`config.mk`:
```
export PLATFORM = sky130hd
export DESIGN_NAME = daq_page_scheduler_flat
export DESIGN_NICKNAME = d
export VERILOG_FILES = /design/src/rtl/daq_pkg.sv /design/src/rtl/daq_page_scheduler_if.sv /design/src/rtl/daq_ring_ptr.sv /design/src/rtl/daq_page_scheduler.sv /design/src/flat_wrapper.sv
export SDC_FILE = /design/constraint.sdc
export NUM_CORES = 1
export LEC_CHECK = 0
export BUFFER_PORTS_ARGS = -buffer_cell sky130_fd_sc_hd__buf_2
export CAP_MARGIN = 20
export CORE_MARGIN = 3
export CORE_UTILIZATION = 43
export DETAILED_ROUTE_END_ITERATION = 10
export GPL_TIMING_DRIVEN = 0
export PLACE_DENSITY = 0.66
export SYNTH_ARGS = -nofsm -noshare
export SYNTH_HDL_FRONTEND = slang
export SYNTH_HIERARCHICAL = 1
export SYNTH_SLANG_ARGS = --single-unit
export TNS_END_PERCENT = 100
```
`constraint.sdc`:
```
create_clock -name clk -period 6 [get_ports clk]
set_input_delay 0.9 -clock clk [delete_from_list [all_inputs] [get_ports clk]]
set_output_delay 0.9 -clock clk [all_outputs]
set_load 0.01 [all_outputs]
```
`src/rtl/daq_pkg.sv`:
```
// Shared definitions for the DAQ page scheduler: pointer width, page-size
// encodings, the ring wrap mask helper and the control FSM states.
package daq_pkg;

    localparam int unsigned LOG2_MAX_PAGES = 6;

    // page_size encodings; anything at or above PS_2048 selects the 16-page ring
    localparam logic [1:0] PS_512  = 2'd0;
    localparam logic [1:0] PS_1024 = 2'd1;
    localparam logic [1:0] PS_2048 = 2'd2;

    typedef enum logic [1:0] {
        ST_RUN   = 2'd0,
        ST_PEND  = 2'd1,
        ST_FLUSH = 2'd2
    } state_t;

    // Low-bit mask selecting log2(N) pointer bits for the given page size
    function automatic logic [LOG2_MAX_PAGES-1:0] n_pages_mask(input logic [1:0] ps);
        logic [LOG2_MAX_PAGES-1:0] all_ones;
        all_ones = '1;
        if (ps == PS_512)  return all_ones;
        if (ps == PS_1024) return all_ones >> 1;
        return all_ones >> 2;
    endfunction

endpackage

```
`src/rtl/daq_page_scheduler_if.sv`:
```
// Control/status bundle between the page scheduler and its clients.
//   master : drives page_size, flush, commit, release_dma, release_sw,
//            bundle_factor; observes the pointer/status outputs.
//   slave  : the scheduler itself.
interface daq_page_scheduler_if #(
    parameter int unsigned LOG2_MAX_PAGES = 6,
    parameter int unsigned DROP_W         = 16
);
    logic [1:0]                page_size;
    logic                      flush;
    logic                      commit;
    logic                      release_dma;
    logic                      release_sw;
    logic [3:0]                bundle_factor;
    logic [LOG2_MAX_PAGES-1:0] w_buf_id;
    logic [LOG2_MAX_PAGES-1:0] r_buf_id;
    logic [LOG2_MAX_PAGES-1:0] nevents;
    logic                      full;
    logic                      empty;
    logic                      bundle_ready;
    logic                      release_err;
    logic [DROP_W-1:0]         drop_count;

    modport master (
        output page_size, flush, commit, release_dma, release_sw, bundle_factor,
        input  w_buf_id, r_buf_id, nevents, full, empty, bundle_ready,
               release_err, drop_count
    );

    modport slave (
        input  page_size, flush, commit, release_dma, release_sw, bundle_factor,
        output w_buf_id, r_buf_id, nevents, full, empty, bundle_ready,
               release_err, drop_count
    );
endinterface

```
`src/rtl/daq_ring_ptr.sv`:
```
// Masked ring-pointer incrementer: adds one within the low mask bits,
// zeroes the upper bits and wraps N-1 back to 0.
//   ptr    : current pointer
//   mask   : low-bit wrap mask (N-1)
//   nxt_c  : combinational next pointer
module daq_ring_ptr #(
    parameter int unsigned W = 6
) (
    input  logic [W-1:0] ptr,
    input  logic [W-1:0] mask,
    output logic [W-1:0] nxt_c
);
    assign nxt_c = (ptr + W'(1)) & mask;
endmodule

```
`src/rtl/daq_page_scheduler.sv`:
```
// Ring-pointer controller for the DAQ event buffer. Tracks the page being
// written and the oldest unread page, arbitrates DMA/software releases,
// counts commits dropped on a full ring and flushes on request or on a
// page-size change.
//   clk, reset : clock, asynchronous active-high reset
//   bus        : daq_page_scheduler_if slave (commands in, status out)
module daq_page_scheduler #(
    parameter int unsigned LOG2_MAX_PAGES = 6,
    parameter int unsigned DROP_W         = 16
) (
    input  logic                  clk,
    input  logic                  reset,
    daq_page_scheduler_if.slave   bus
);
    import daq_pkg::*;

    localparam int unsigned PW = LOG2_MAX_PAGES;

    state_t          state_q, state_d;
    logic [1:0]      ps_q;
    logic [PW-1:0]   w_q, w_d;
    logic [PW-1:0]   r_q, r_d;
    logic [PW-1:0]   nevents_q, nevents_d;
    logic            full_q, full_d;
    logic            empty_q, empty_d;
    logic            bundle_q, bundle_d;
    logic            err_q, err_d;
    logic [DROP_W-1:0] drop_q, drop_d;

    logic [PW-1:0]   mask_q, mask_d;
    logic [PW-1:0]   w_inc_c, r_inc_c, w_look_c;
    logic            flush_req, pend, pend_d, serve;
    logic [3:0]      eff_bf;

    // Current ring uses the registered size; the lookahead uses the size
    // that will be in force after this edge.
    assign mask_q = PW'(n_pages_mask(ps_q));
    assign mask_d = PW'(n_pages_mask(bus.page_size));

    daq_ring_ptr #(.W(PW)) u_w_inc  (.ptr(w_q), .mask(mask_q), .nxt_c(w_inc_c));
    daq_ring_ptr #(.W(PW)) u_r_inc  (.ptr(r_q), .mask(mask_q), .nxt_c(r_inc_c));
    daq_ring_ptr #(.W(PW)) u_w_look (.ptr(w_d), .mask(mask_d), .nxt_c(w_look_c));

    // Next-state: flush, commit acceptance and release arbitration
    always_comb begin
        state_d   = state_q;
        w_d       = w_q;
        r_d       = r_q;
        drop_d    = drop_q;
        err_d     = 1'b0;
        pend      = (state_q == ST_PEND);
        pend_d    = 1'b0;
        serve     = 1'b0;
        flush_req = bus.flush | (bus.page_size != ps_q);

        if (flush_req) begin
            state_d = ST_FLUSH;
            w_d     = '0;
            r_d     = '0;
        end else if (state_q == ST_FLUSH) begin
            state_d = ST_RUN;
        end else begin
            // full is judged at the start of the cycle; a same-cycle release does not help
            if (bus.commit) begin
                if (!full_q) begin
                    w_d = w_inc_c;
                end else if (drop_q != '1) begin
                    drop_d = drop_q + DROP_W'(1);
                end
            end

            // DMA first; a software release that cannot be served now is parked
            if (bus.release_dma) begin
                serve  = 1'b1;
                pend_d = pend | bus.release_sw;
            end else if (pend) begin
                serve  = 1'b1;
                pend_d = bus.release_sw;
            end else if (bus.release_sw) begin
                serve  = 1'b1;
            end

            if (serve) begin
                if (empty_q) begin
                    err_d = 1'b1;
                end else begin
                    r_d = r_inc_c;
                end
            end

            state_d = pend_d ? ST_PEND : ST_RUN;
        end
    end

    // Status derived from the next pointers so all flags move together
    always_comb begin
        eff_bf    = (bus.bundle_factor == 4'd0) ? 4'd1 : bus.bundle_factor;
        nevents_d = (w_d - r_d) & mask_d;
        empty_d   = (w_d == r_d);
        full_d    = (w_look_c == r_d);
        bundle_d  = (32'(nevents_d) >= 32'(eff_bf));
    end

    // State and output registers
    always_ff @(posedge clk or posedge reset) begin
        if (reset) begin
            state_q   <= ST_RUN;
            ps_q      <= PS_512;
            w_q       <= '0;
            r_q       <= '0;
            nevents_q <= '0;
            full_q    <= 1'b0;
            empty_q   <= 1'b1;
            bundle_q  <= 1'b0;
            err_q     <= 1'b0;
            drop_q    <= '0;
        end else begin
            state_q   <= state_d;
            ps_q      <= bus.page_size;
            w_q       <= w_d;
            r_q       <= r_d;
            nevents_q <= nevents_d;
            full_q    <= full_d;
            empty_q   <= empty_d;
            bundle_q  <= bundle_d;
            err_q     <= err_d;
            drop_q    <= drop_d;
        end
    end

    assign bus.w_buf_id     = w_q;
    assign bus.r_buf_id     = r_q;
    assign bus.nevents      = nevents_q;
    assign bus.full         = full_q;
    assign bus.empty        = empty_q;
    assign bus.bundle_ready = bundle_q;
    assign bus.release_err  = err_q;
    assign bus.drop_count   = drop_q;

endmodule

```
`src/flat_wrapper.sv`:
```
// flat-port wrapper written by rule: the top's interface ports become plain ports
module daq_page_scheduler_flat import daq_pkg::*;
#(
    parameter int unsigned LOG2_MAX_PAGES = 6,
    parameter int unsigned DROP_W         = 16
)
  (clk, reset, bus_page_size, bus_flush, bus_commit, bus_release_dma, bus_release_sw, bus_bundle_factor, bus_w_buf_id, bus_r_buf_id, bus_nevents, bus_full, bus_empty, bus_bundle_ready, bus_release_err, bus_drop_count);
  daq_page_scheduler_if #(.LOG2_MAX_PAGES(LOG2_MAX_PAGES), .DROP_W(DROP_W)) bus_i ();
  input  logic clk;
  input  logic reset;
  input wire logic [$bits(bus_i.page_size)-1:0] bus_page_size;
  input wire logic [$bits(bus_i.flush)-1:0] bus_flush;
  input wire logic [$bits(bus_i.commit)-1:0] bus_commit;
  input wire logic [$bits(bus_i.release_dma)-1:0] bus_release_dma;
  input wire logic [$bits(bus_i.release_sw)-1:0] bus_release_sw;
  input wire logic [$bits(bus_i.bundle_factor)-1:0] bus_bundle_factor;
  output wire logic [$bits(bus_i.w_buf_id)-1:0] bus_w_buf_id;
  output wire logic [$bits(bus_i.r_buf_id)-1:0] bus_r_buf_id;
  output wire logic [$bits(bus_i.nevents)-1:0] bus_nevents;
  output wire logic [$bits(bus_i.full)-1:0] bus_full;
  output wire logic [$bits(bus_i.empty)-1:0] bus_empty;
  output wire logic [$bits(bus_i.bundle_ready)-1:0] bus_bundle_ready;
  output wire logic [$bits(bus_i.release_err)-1:0] bus_release_err;
  output wire logic [$bits(bus_i.drop_count)-1:0] bus_drop_count;
  assign bus_i.page_size = bus_page_size;
  assign bus_i.flush = bus_flush;
  assign bus_i.commit = bus_commit;
  assign bus_i.release_dma = bus_release_dma;
  assign bus_i.release_sw = bus_release_sw;
  assign bus_i.bundle_factor = bus_bundle_factor;
  assign bus_w_buf_id = bus_i.w_buf_id;
  assign bus_r_buf_id = bus_i.r_buf_id;
  assign bus_nevents = bus_i.nevents;
  assign bus_full = bus_i.full;
  assign bus_empty = bus_i.empty;
  assign bus_bundle_ready = bus_i.bundle_ready;
  assign bus_release_err = bus_i.release_err;
  assign bus_drop_count = bus_i.drop_count;
  daq_page_scheduler #(.LOG2_MAX_PAGES(LOG2_MAX_PAGES), .DROP_W(DROP_W)) u_core (.clk(clk), .reset(reset), .bus(bus_i));
endmodule
```
## Word level (Yosys, flattened, before mapping)

Index checks and enable logic that the tools add are counted.

- Register bits: 42
- Input port bits: 12
- Output and inout port bits: 38

- Add/subtract/negate cells: 5
- Order comparisons: 1
- Equal/unequal tests: 8
- Muxes and demuxes: 39
- Bitwise logic cells: 8
- Reductions and logical operators: 4

Operators with widths:

| cell | number |
|---|---|
| $mux 6 | 16 |
| $and 6x6->6 | 4 |
| $mux 1 | 20 |
| $add 6x1->6 const B | 3 |
| $add 16x1->16 const B | 1 |
| $ne 16x16->1 const B | 1 |
| $eq 6x6->1 | 2 |
| $eq 2x1->1 const B | 3 |
| $ge 6x4->1 | 1 |
| $sub 6x6->6 | 1 |
| $reduce_and 5->1 | 1 |
| $logic_not 2->1 | 2 |
| $logic_not 4->1 | 1 |
| $mux 2 | 2 |
| $mux 4 | 1 |
| $eq 2x2->1 const B | 1 |
| $ne 2x2->1 | 1 |
| $not 1->1 | 2 |
| $or 1x1->1 | 2 |

## Logic depth before layout (Yosys ltp)

Gate-level depths: netlist of the first run.

- Depth after elaboration: 13
- Depth in mapped cells: 15

## Cells and area by module

The synthesis of the first run kept the hierarchy.

Modules (own cells, without submodules):

| module | times used | cells an instance | area an instance (µm²) | sequential area each (µm²) |
|---|---|---|---|---|
| daq_page_scheduler | 1 | 229 | 2,316.0 | 1,052.3 |
| daq_ring_ptr | 3 | 16 | 115.1 | 0.0 |

## Least setup slack after synthesis of the first run

Ideal clock, no wire load.

- Path type: in2reg
- From: input port bus_release_dma
- To: register u_core.bundle_q (netlist: u_core/bus.bundle_ready)
- Arrival: 3.394 ns
- Required time: 5.868 ns
- Path slack: 2.474 ns
- Stages on the path: 12
- Path buffers: 1
- Cell sequence: or3b_1 > a22o_1 > buf_6 > mux2i_1 > ha_1 > inv_1 > fa_1 > ha_1 > a21o_1 > a21o_1 > a211oi_1 > o31ai_1

- Word-level cells in the longest chain between the ends: 9

RTL lines:

| what | RTL line | RTL |
|---|---|---|
| start: declaration | flat_wrapper.sv:14 | `input wire logic [$bits(bus_i.release_dma)-1:0] bus_release_dma;` |
| $mux 1 | daq_page_scheduler.sv:73 | `if (bus.release_dma) begin` |
| $mux 1 | daq_page_scheduler.sv:60 | `end else if (state_q == ST_FLUSH) begin` |
| $mux 1 | daq_page_scheduler.sv:56 | `if (flush_req) begin` |
| $mux 6 | daq_page_scheduler.sv:83 | `if (serve) begin` |
| $mux 6 | daq_page_scheduler.sv:60 |  |
| $mux 6 | daq_page_scheduler.sv:56 |  |
| net u_core.r_d[0] | daq_page_scheduler.sv:22 | `logic [PW-1:0] r_q, r_d;` |
| $sub 6x6->6 | daq_page_scheduler.sv:98 | `nevents_d = (w_d - r_d) & mask_d;` |
| $and 6x6->6 | daq_page_scheduler.sv:98 |  |
| net u_core.nevents_d[1] | daq_page_scheduler.sv:23 | `logic [PW-1:0] nevents_q, nevents_d;` |
| $ge 6x4->1 | daq_page_scheduler.sv:101 | `bundle_d = (32'(nevents_d) >= 32'(eff_bf));` |
| net u_core.bundle_d | daq_page_scheduler.sv:26 | `logic bundle_q, bundle_d;` |
| end signal: assignment | daq_page_scheduler.sv:125 | `bundle_q <= bundle_d;` |
| end: declaration | daq_page_scheduler.sv:26 |  |

The timed path passes the listed nets, and every way through them passes these cells. The select of a mux whose other input is x is not followed.
A chain may end at the register's enable or synchronous reset.

## Worst setup path after layout of the first run

- From: input port bus_page_size[1]
- To: register u_core.bundle_q (netlist: u_core/bus.bundle_ready)

- Elaborated cells on any way between the ends: 15
- Classes of those cells: add/sub (1); order compare (1); eq/ne (2); mux (8); bitwise (2); reduce/logical (1)

RTL lines:

| what | RTL line | RTL |
|---|---|---|
| start: declaration | flat_wrapper.sv:11 | `input wire logic [$bits(bus_i.page_size)-1:0] bus_page_size;` |
| $ne 2x2->1 | daq_page_scheduler.sv:54 | `flush_req = bus.flush \| (bus.page_size != ps_q);` |
| $or 1x1->1 | daq_page_scheduler.sv:54 |  |
| net u_core.flush_req | daq_page_scheduler.sv:32 | `logic flush_req, pend, pend_d, serve;` |
| $mux 6 | daq_page_scheduler.sv:56 |  |
| net u_core.w_d[1] | daq_page_scheduler.sv:21 | `logic [PW-1:0] w_q, w_d;` |
| $sub 6x6->6 | daq_page_scheduler.sv:98 |  |
| $and 6x6->6 | daq_page_scheduler.sv:98 |  |
| net u_core.nevents_d[1] | daq_page_scheduler.sv:23 |  |
| $ge 6x4->1 | daq_page_scheduler.sv:101 |  |
| net u_core.bundle_d | daq_page_scheduler.sv:26 |  |

The timed path passes the listed nets, and every way through them passes these cells. The select of a mux whose other input is x is not followed.

==> results of run 1 <==
flip-flops by register name, summed over array words and instances (netlist names):
name and cells:
u_core/bus.empty 1, u_core/state_q 2, u_core/bus.nevents 6, u_core/bus.drop_count 16
u_core/bus.bundle_ready 1, u_core/bus.release_err 1, u_core/bus.w_buf_id 6, u_core/bus.full 1
u_core/bus.r_buf_id 6, u_core/ps_q 2
synth_stat cells (all sizes together) (2+ instances only):
cell    instances
mux2            2
dfrtp          41
buf             2
nor4            2
nand4           2
mux2i          13
or2             2
and4            2
and3            2
xor2           14
nor4b           4
o31ai           2
ha             13
o21ba           2
clkbuf          4
nand3          14
o21ai           6
nand2b          8
a31oi           4
a21o            5
inv            21
and2           15
or3             4
nor2           19
nand2          22
nor2b           5
a21oi           5
nand4b          3
nor3            6
xnor2          19
through the flow:
stage	hold WS, ns	power [mW]	utilization [%]	setup slack [ns]
after floorplan	0.5150	0.3213	-	2.474
after global placement	0.4702	0.3361	51.07	1.909
after detailed placement	0.4801	0.3374	51.07	1.889
after CTS	0.4920	0.5113	52.42	2.186
after global routing	0.5053	0.5305	52.42	1.837
final	0.4927	0.5023	52.42	2.193
logic make-up after synthesis:
kind of cell,share of synthesized area (%)
buffers and inverters,4.137
AND/OR/NAND/NOR,23.65
flip-flops,39.54
adder cells (fa/ha/maj),6.864
AO/OA/AOI/OAI,8.933
other,0.1409
XOR/XNOR,10.86
multiplexers,5.876
layout by cell type, fill, tap and decap left out, types with 6 or more instances in the layout:
cell and count:
and2_1 15, o21ai_0 6, buf_2 50, xor2_1 14, nand2_1 22, ha_1 13
nor3_1 6, conb_1 12, nand3_1 11, xnor2_1 19, inv_1 20, clkbuf_1 7
mux2i_1 13, dfrtp_1 41, nand2b_1 8, nor2_1 16
path summary, 6_finish.rpt:
kind | from | endpoint | cells after the start
max reg2reg | u_core/state_q[0] | u_core/bus.bundle_ready | 14
min in group asynchronous | reset | u_core/bus.release_err | 2
min reg2reg | u_core/bus.drop_count[11] | u_core/bus.drop_count[11] | 1
max in group asynchronous | reset | u_core/bus.r_buf_id[3] | 2
min | u_core/bus.drop_count[11] | u_core/bus.drop_count[11] | 1
max | bus_page_size[1] | u_core/bus.bundle_ready | 13
power groups by stage:
stage	sequential, mW	combinational [mW]	clock, mW
2_1_floorplan	0.298	0.0236	0
3_3_place_gp	0.297	0.0391	0
3_5_place_dp	0.297	0.0403	0
4_1_cts	0.292	0.0404	0.179
5_1_grt	0.292	0.0455	0.193
6_report	0.292	0.0395	0.171
cell type report:
cell class	count	area, µm²
buffer	6	31.28
multi-input combinational	219	1540
fill	576	2834
inverter	21	78.83
timing repair buffer	49	245.2
tap	75	93.84
sequential	42	1052
clock buffer	8	80.08
routing by layer:
metal  part of all wire [%]  up-vias  track usage, %
li1                       -     1066               -
met1                     45      990           19.32
met2                     49       44           28.75
met3                    3.8        9           4.318
met4                    2.1        0           6.043
met5                      0        -               0
==> impl_metrics.yaml, run 1 <==
power:
  p_per_area_nw_per_um2: 160.9
  p_int_uw: 384.8
  vdd_drop_max_uv: 136.0
  power_frac_seq_pct: 58.1
  leakagePower_nw: 1.619
  p_clk_share_pct: 34.1
  swShare_pct: 23.39
  power_frac_comb_pct: 7.9
  switching_power_uw: 117.5
place:
  dp.cells: 412
  place_area_um2: 3042
  io_buffers: 49
  post-dp-hpwl_mm: 4.291
  finalWeightedCongestion: 0.8256
clock_tree:
  cts_tree: "built"
  clk_latency_ns: 0.28
  clk_pin_slew_ns: 0.07
  cts_buffer_depth: 2
  post_cts_buffers: 0
  cts-root-buf: "clkbuf_8"
  htreeDepth: 2
  cts_sinks: 42
  cts_buffers: 5
  ctsResizeCount: 0
  hold_buffers: 0
timing:
  final.setup.tns_ns: 0
  fin_skew_ns: 0.005127
  hold_viol: 0
  relSlewSlack_pct: 41.02
  fmax_mhz: 262.7
  rsz0062_at_grt: "false"
  finalCritPeriodShare_pct: 63.44
  setup_viol: 0
  worst_slew_pin_slew_ns: 0.8834
  drv_slew: 0
  period_needed_ns: 3.807
drt:
  postRouteAntennaNets: 0
  drc: 0
  vias_per_cell: 5.021
  wl_per_cell_um: 13.21
  first_pass_iters: 5
  vias: 2109
  drt_wl_total_mm: 5.549
  first_iter_violations: 138
critical_path:
  crit_type: "in2reg"
  worstSetupEndpointType: "flip-flop"
  path_buf_inv: 4
  rrSetupSlack_ns: 2.51
  path_delay_family: "adder cells"
  worst-path-max-fanout: 10
  required_ns: 6.16
  cpMaxStageDelayCell: "fa_1"
  cp-start-kind: "primary input"
  cpPeakStageDelay_ns: 0.51
  arrival_ns: 3.97
  crit_chain: "buf_2 -> xnor2_1 -> and3b_1 -> buf_2 -> inv_1 -> clkbuf_1 -> nor2_1 -> fa_1 -> ha_1 -> a21o_1 -> a21o_1 -> a211oi_1 -> o31ai_1"
floorplanning:
  core-area_um2: 5956
  initial_core_util_pct: 44.68
  num_io_pins: 50
  row_count: 28
  die-width_um: 84.67
  die_area_um2: 7169
  fp.dieH_um: 84.67
synthesis:
  syn_inst: 277
  synth_edf_count: 0
  yosysSeqAreaShare_pct: 39.54
  syn_avg_cell_area_um2: 9.608
  synth_area_um2: 2661
  netlist_top_cells_area: "dfrtp_1 39%, xnor2_1 6.3%, ha_1 6.1%"
  synthFlopType: "dfrtp_1"
  ys_async_sr_fraction_pct: 100.0
  ys_ff_latch: 42
  ys_types: 50
  synth_top_area_cell: "dfrtp_1"
  yosysWarningCount: 6
  synth_top_area_share_pct: 38.55
global_route:
  grt_first_pass_wirelength_mm: 9.549
  grt.total_usage_pct: 16.45
  grt-ovfl-total: 0
  grt_max_degree: 43
  grt_pass1_vias: 2145
  antenna_found_initial: 0
hold_path:
  hold_class: "reg2reg"
layout:
  drive_above_1_share_pct: 21.16
  stdcell_count: 420
  insertedDiodeCount: 0
  fin_area_um2: 3122
  nets: 370
  syn2layout_area_growth_pct: 17.30
run:
  cap_violations: 0
outcome:
  status: "complete, no violations"
Power figures use the tool's default switching activity.
==> inputs of run 2 (changes only) <==
==> constraint.sdc (replaced) <==
create_clock -name clk -period 3.75 [get_ports clk]
set_input_delay 0.5625 -clock clk [delete_from_list [all_inputs] [get_ports clk]]
set_output_delay 0.5625 -clock clk [all_outputs]
set_load 0.01 [all_outputs]
==> run 2 against run 1 <==
Compared with the run above:
- via count about the same
- die area stayed put
- critical path depth did not move
- sequential power increased by 60%
- final cell count fell by 0.24%
- highest routed layer unchanged
- sequential cell count is the same
==> impl_metrics.yaml, run 2 (same netlist as run 1, synthesis figures left out) <==
outcome:
  status: "complete, no violations"
drt:
  first_pass_iters: 4
  wl_per_cell_um: 13.31
  vias_per_cell: 5.036
  postRouteAntennaNets: 0
  drc: 0
  vias: 2110
  first_iter_violations: 108
  drt_wl_total_mm: 5.576
layout:
  final_common_cell: "buf_2"
  seq_area_um2: 1052
  multi_input_comb_area_um2: 1543
  fin_area_um2: 3120
  n_fill_cell: 577
  drive_above_1_share_pct: 21.51
  stdcell_count: 419
  final_cell_mix: "50 x buf_2, 41 x dfrtp_1, 22 x nand2_1"
  syn2layout_area_growth_pct: 17.25
  insertedDiodeCount: 0
  nets: 369
  largest_reg_flops: 16
  fin_util_pct: 52.40
global_route:
  grt_max_degree: 43
  grt_pass1_vias: 2145
  antenna_found_initial: 0
  grt_first_pass_wirelength_mm: 9.549
  grt.total_usage_pct: 16.45
  grt-ovfl-total: 0
critical_path:
  rrSetupSlack_ns: 0.31
  required_ns: 3.91
  worstSetupEndpointType: "flip-flop"
  ff2ff_path_depth: 13
  crit_type: "reg2reg"
  worst-path-max-fanout: 10
  cp-start-kind: "flip-flop"
  arrival_ns: 3.60
power:
  p_per_area_nw_per_um2: 257.6
  switching_power_uw: 188.2
  total_power_uw: 803.9
  swShare_pct: 23.41
  power_frac_seq_pct: 58.0
  power_frac_comb_pct: 7.9
  p_clk_share_pct: 34.1
  vdd_drop_max_uv: 217.7
  p_int_uw: 615.7
  leakagePower_nw: 1.618
timing:
  setup_viol: 0
  fin_skew_ns: 0.005107
  setup_slack_ns: 0.3095
  final.setup.tns_ns: 0
  drv_slew: 0
  relSlewSlack_pct: 40.85
  hold_viol: 0
  period_needed_ns: 3.441
  finalCritPeriodShare_pct: 91.75
  worst_slew_pin_slew_ns: 0.8859
  rsz0062_at_grt: "false"
  fmax_mhz: 290.7
  timing.hold.ws_ns: 0.4584
floorplanning:
  initial_core_util_pct: 44.68
  core-area_um2: 5956
  num_io_pins: 50
  die-width_um: 84.67
  row_count: 28
  fp.dieH_um: 84.67
  die_area_um2: 7169
clock_tree:
  cts_buffers: 5
  cts-root-buf: "clkbuf_8"
  htreeDepth: 2
  cts_buffer_depth: 2
  cts_tree: "built"
  hold_buffers: 0
  cts_sinks: 42
  clk_latency_ns: 0.28
  clk_pin_slew_ns: 0.07
place:
  dp.cells: 412
  dp_slack_ns: -0.02320
  post-dp-hpwl_mm: 4.291
  io_buffers: 49
  finalWeightedCongestion: 0.8256
  place_area_um2: 3042
hold_path:
  hold_class: "in2async"
run:
  cap_violations: 0
run 2: per-layer routing:
layer	global-route usage, %	share of wire (%)	vias to the layer above
li1	-	-	1067
met1	19.32	45	992
met2	28.75	49	42
met3	4.318	3.7	9
met4	6.043	2.0	0
met5	0	0	-
run 2: final timing paths:
kind | startpoint | endpoint
max | u_core/state_q[0] | u_core/bus.bundle_ready
max in group asynchronous | reset | u_core/bus.r_buf_id[3]
min in group clk | bus_page_size[0] | u_core/ps_q[0]
min reg2reg | u_core/bus.drop_count[11] | u_core/bus.drop_count[11]
min | reset | u_core/bus.release_err
max reg2reg | u_core/state_q[0] | u_core/bus.bundle_ready
run 2: final cells by class:
cell class / instances / share of cell area (%)
Buffer: 5 / 0.8821
Inverter: 21 / 2.526
Sequential cell: 42 / 33.72
Clock buffer: 8 / 2.566
Tap cell: 75 / 3.007
Multi-Input combinational cell: 219 / 49.44
Timing Repair Buffer: 49 / 7.859
run 2: critical path: stages (launching register included):
cell	delay (ns)
dfrtp_1	0.35
clkbuf_1	0.31
nor2b_1	0.16
or3_1	0.47
mux2i_1	0.16
nand2b_1	0.17
ha_1	0.21
inv_1	0.08
fa_1	0.45
ha_1	0.29
a21o_1	0.15
a21o_1	0.17
a211oi_1	0.23
o31ai_1	0.10
run 2: timing repair:
| action | CTS | global route |
|---|---|---|
| setup buffers | 0 | 0 |
| gates resized for setup | 0 | 1 |
| endpoints found under the setup margin | 0 | 1 |
run 2: power by group through the flow:
| stage | sequential (mW) | clock (mW) | combinational [mW] |
|---|---|---|---|
| finish | 0.467 | 0.274 | 0.0633 |
| global route | 0.468 | 0.308 | 0.0728 |
| CTS | 0.466 | 0.287 | 0.0646 |
| detailed placement | 0.475 | 0 | 0.0645 |
| global placement | 0.475 | 0 | 0.0626 |
| floorplan | 0.476 | 0 | 0.0377 |
==> inputs of run 3 (changes only) <==
--- a/config.mk
+++ b/config.mk
@@ -5,13 +5,13 @@
 export SDC_FILE = /design/constraint.sdc
 export NUM_CORES = 1
 export LEC_CHECK = 0
-export BUFFER_PORTS_ARGS = -buffer_cell sky130_fd_sc_hd__buf_2
 export CAP_MARGIN = 20
 export CORE_MARGIN = 3
 export CORE_UTILIZATION = 43
 export DETAILED_ROUTE_END_ITERATION = 10
+export DONT_BUFFER_PORTS = 1
 export GPL_TIMING_DRIVEN = 0
-export PLACE_DENSITY = 0.66
+export PLACE_DENSITY = 0.6
 export SYNTH_ARGS = -nofsm -noshare
 export SYNTH_HDL_FRONTEND = slang
 export SYNTH_HIERARCHICAL = 1
==> run 3 against run 2 <==
Compared with the run above:
- die area did not move
- sequential cell count unchanged
- clock skew grew 0.00074 ns
- global-route usage increased by 0.45 points
- critical path depth up 1
- register-to-register slack is essentially flat
- sequential share of layout area up 2.5 points
- first-iteration DRC count decreased by 31%
- worst setup slack improved by 0.014 ns
==> impl_metrics.yaml, run 3 (same netlist as run 1, synthesis figures left out) <==
global_route:
  grt_first_pass_wirelength_mm: 9.715
  grt_max_degree: 43
  antenna_found_initial: 0
  grt_pass1_vias: 1974
  grt-ovfl-total: 0
  grt.total_usage_pct: 16.90
drt:
  wl_per_cell_um: 15.03
  drc: 0
  postRouteAntennaNets: 0
  vias: 1923
  first_iter_violations: 74
  drt_wl_total_mm: 5.576
  vias_per_cell: 5.183
  first_pass_iters: 4
floorplanning:
  initial_core_util_pct: 44.68
  die-width_um: 84.67
  die_area_um2: 7169
  fp.dieH_um: 84.67
  row_count: 28
  num_io_pins: 50
  core-area_um2: 5956
timing:
  fin_skew_ns: 0.005844
  period_needed_ns: 3.426
  worst_slew_pin_slew_ns: 0.8766
  timing.hold.ws_ns: 0.2927
  rsz0062_at_grt: "false"
  finalCritPeriodShare_pct: 91.37
  drv_slew: 0
  fmax_mhz: 291.9
  setup_slack_ns: 0.3238
  final.setup.tns_ns: 0
  setup_viol: 0
  hold_viol: 0
  relSlewSlack_pct: 41.47
clock_tree:
  htreeDepth: 2
  cts-root-buf: "clkbuf_8"
  clk_pin_slew_ns: 0.08
  clk_latency_ns: 0.29
  cts_buffers: 5
  cts_tree: "built"
  cts_sinks: 42
  cts_buffer_depth: 2
  post_cts_buffers: 0
critical_path:
  worstSetupStartpoint: "u_core/state_q[0]"
  required_ns: 3.92
  ff2ff_path_depth: 14
  worstSetupEndpointType: "flip-flop"
  arrival_ns: 3.60
  rr_startpoint: "u_core/state_q[0]"
  cp-start-kind: "flip-flop"
  crit_type: "reg2reg"
  timing.rr.end: "u_core/bus.bundle_ready"
  endpoint: "u_core/bus.bundle_ready"
  worst-path-max-fanout: 10
  rrSetupSlack_ns: 0.32
layout:
  stdcell_count: 371
  nets: 321
  final_cell_mix: "41 x dfrtp_1, 22 x nand2_1, 20 x inv_1"
  syn2layout_area_growth_pct: 9.168
  drive_above_1_share_pct: 8.784
  final_common_cell: "dfrtp_1"
  insertedDiodeCount: 0
  largest_reg_flops: 16
  n_fill_cell: 580
place:
  finalWeightedCongestion: 0.8362
  post-dp-hpwl_mm: 4.211
  dp_slack_ns: 0.1114
  dp.cells: 363
  io_buffers: 0
run:
  cap_violations: 0
power:
  leakagePower_nw: 1.385
  total_power_uw: 868.1
  vdd_drop_max_uv: 157.9
  p_per_area_nw_per_um2: 298.8
outcome:
  status: "complete, no violations"
hold_path:
  hold_class: "in2reg"
-- run 3: changes by cell type in the layout (fill, tap and decap cells not counted) --
cell,previous run,this run
buf_2,50,1
bufinv_16,0,1
-- run 3: layout make-up --
cell class | instances | area [µm²] | share of cell area [%]
multi-input cells | 219 | 1543 | 53.10
plain buffers | 6 | 31.28 | 1.077
flip-flops and latches | 42 | 1052 | 36.22
clock inverters | 1 | 30.03 | 1.034
clock buffers | 7 | 76.32 | 2.627
inverters | 21 | 78.83 | 2.713
well taps | 75 | 93.84 | 3.230
-- run 3: worst min-delay path by stage --
stage | slack [ns] | startpoint | end | depth (start not counted)
finish | 0.29 | bus_page_size[0] | u_core/ps_q[0] | 0
detailed placement | 0.55 | u_core/bus.drop_count[13] | u_core/bus.drop_count[13] | 1
CTS | 0.28 | bus_page_size[0] | u_core/ps_q[0] | 0
global placement | 0.54 | u_core/bus.drop_count[11] | u_core/bus.drop_count[11] | 1
floorplan | 0.51 | u_core/bus.drop_count[4] | u_core/bus.drop_count[4] | 1
global route | 0.27 | bus_page_size[0] | u_core/ps_q[0] | 0
-- run 3: through the flow --
stage	instance area, µm²	utilization, %
6_report	2905	48.78
5_1_grt	2905	48.78
4_1_cts	2903	48.74
3_5_place_dp	2796	46.95
3_3_place_gp	2796	46.95
2_1_floorplan	2703	-
-- run 3: per-layer routing --
metal | vias to the layer above | wire length (µm) | track usage (%)
met1 | 906 | 2568 | 21.45
met2 | 43 | 2606 | 26.98
met4 | 0 | 68 | 4.748
li1 | 968 | - | -
met3 | 6 | 333 | 6.379
met5 | - | 0 | 0
-- run 3: timing repair --
item,4_1_cts,5_1_grt
resized for setup,0,1
hold buffers,0,0
hold endpoints to repair,0,0
setup endpoints to repair,0,1
-- run 3: report_power, final --
group	total [mW]	switching (mW)	leakage, nW	internal [mW]
Sequential	0.469	0.0105	0.566	0.459
Combinational	0.0470	0.0292	0.767	0.0178
Clock	0.352	0.152	0.0524	0.199
-- run 3: critical path, cell delays in order, from the launching register on --
cell	delay, ns
dfrtp_1	0.35
clkbuf_1	0.30
nor2b_1	0.14
or3_1	0.32
clkbuf_1	0.21
mux2i_1	0.16
nand2b_1	0.17
ha_1	0.20
inv_1	0.08
fa_1	0.44
ha_1	0.29
a21o_1	0.16
a21o_1	0.17
a211oi_1	0.22
o31ai_1	0.10
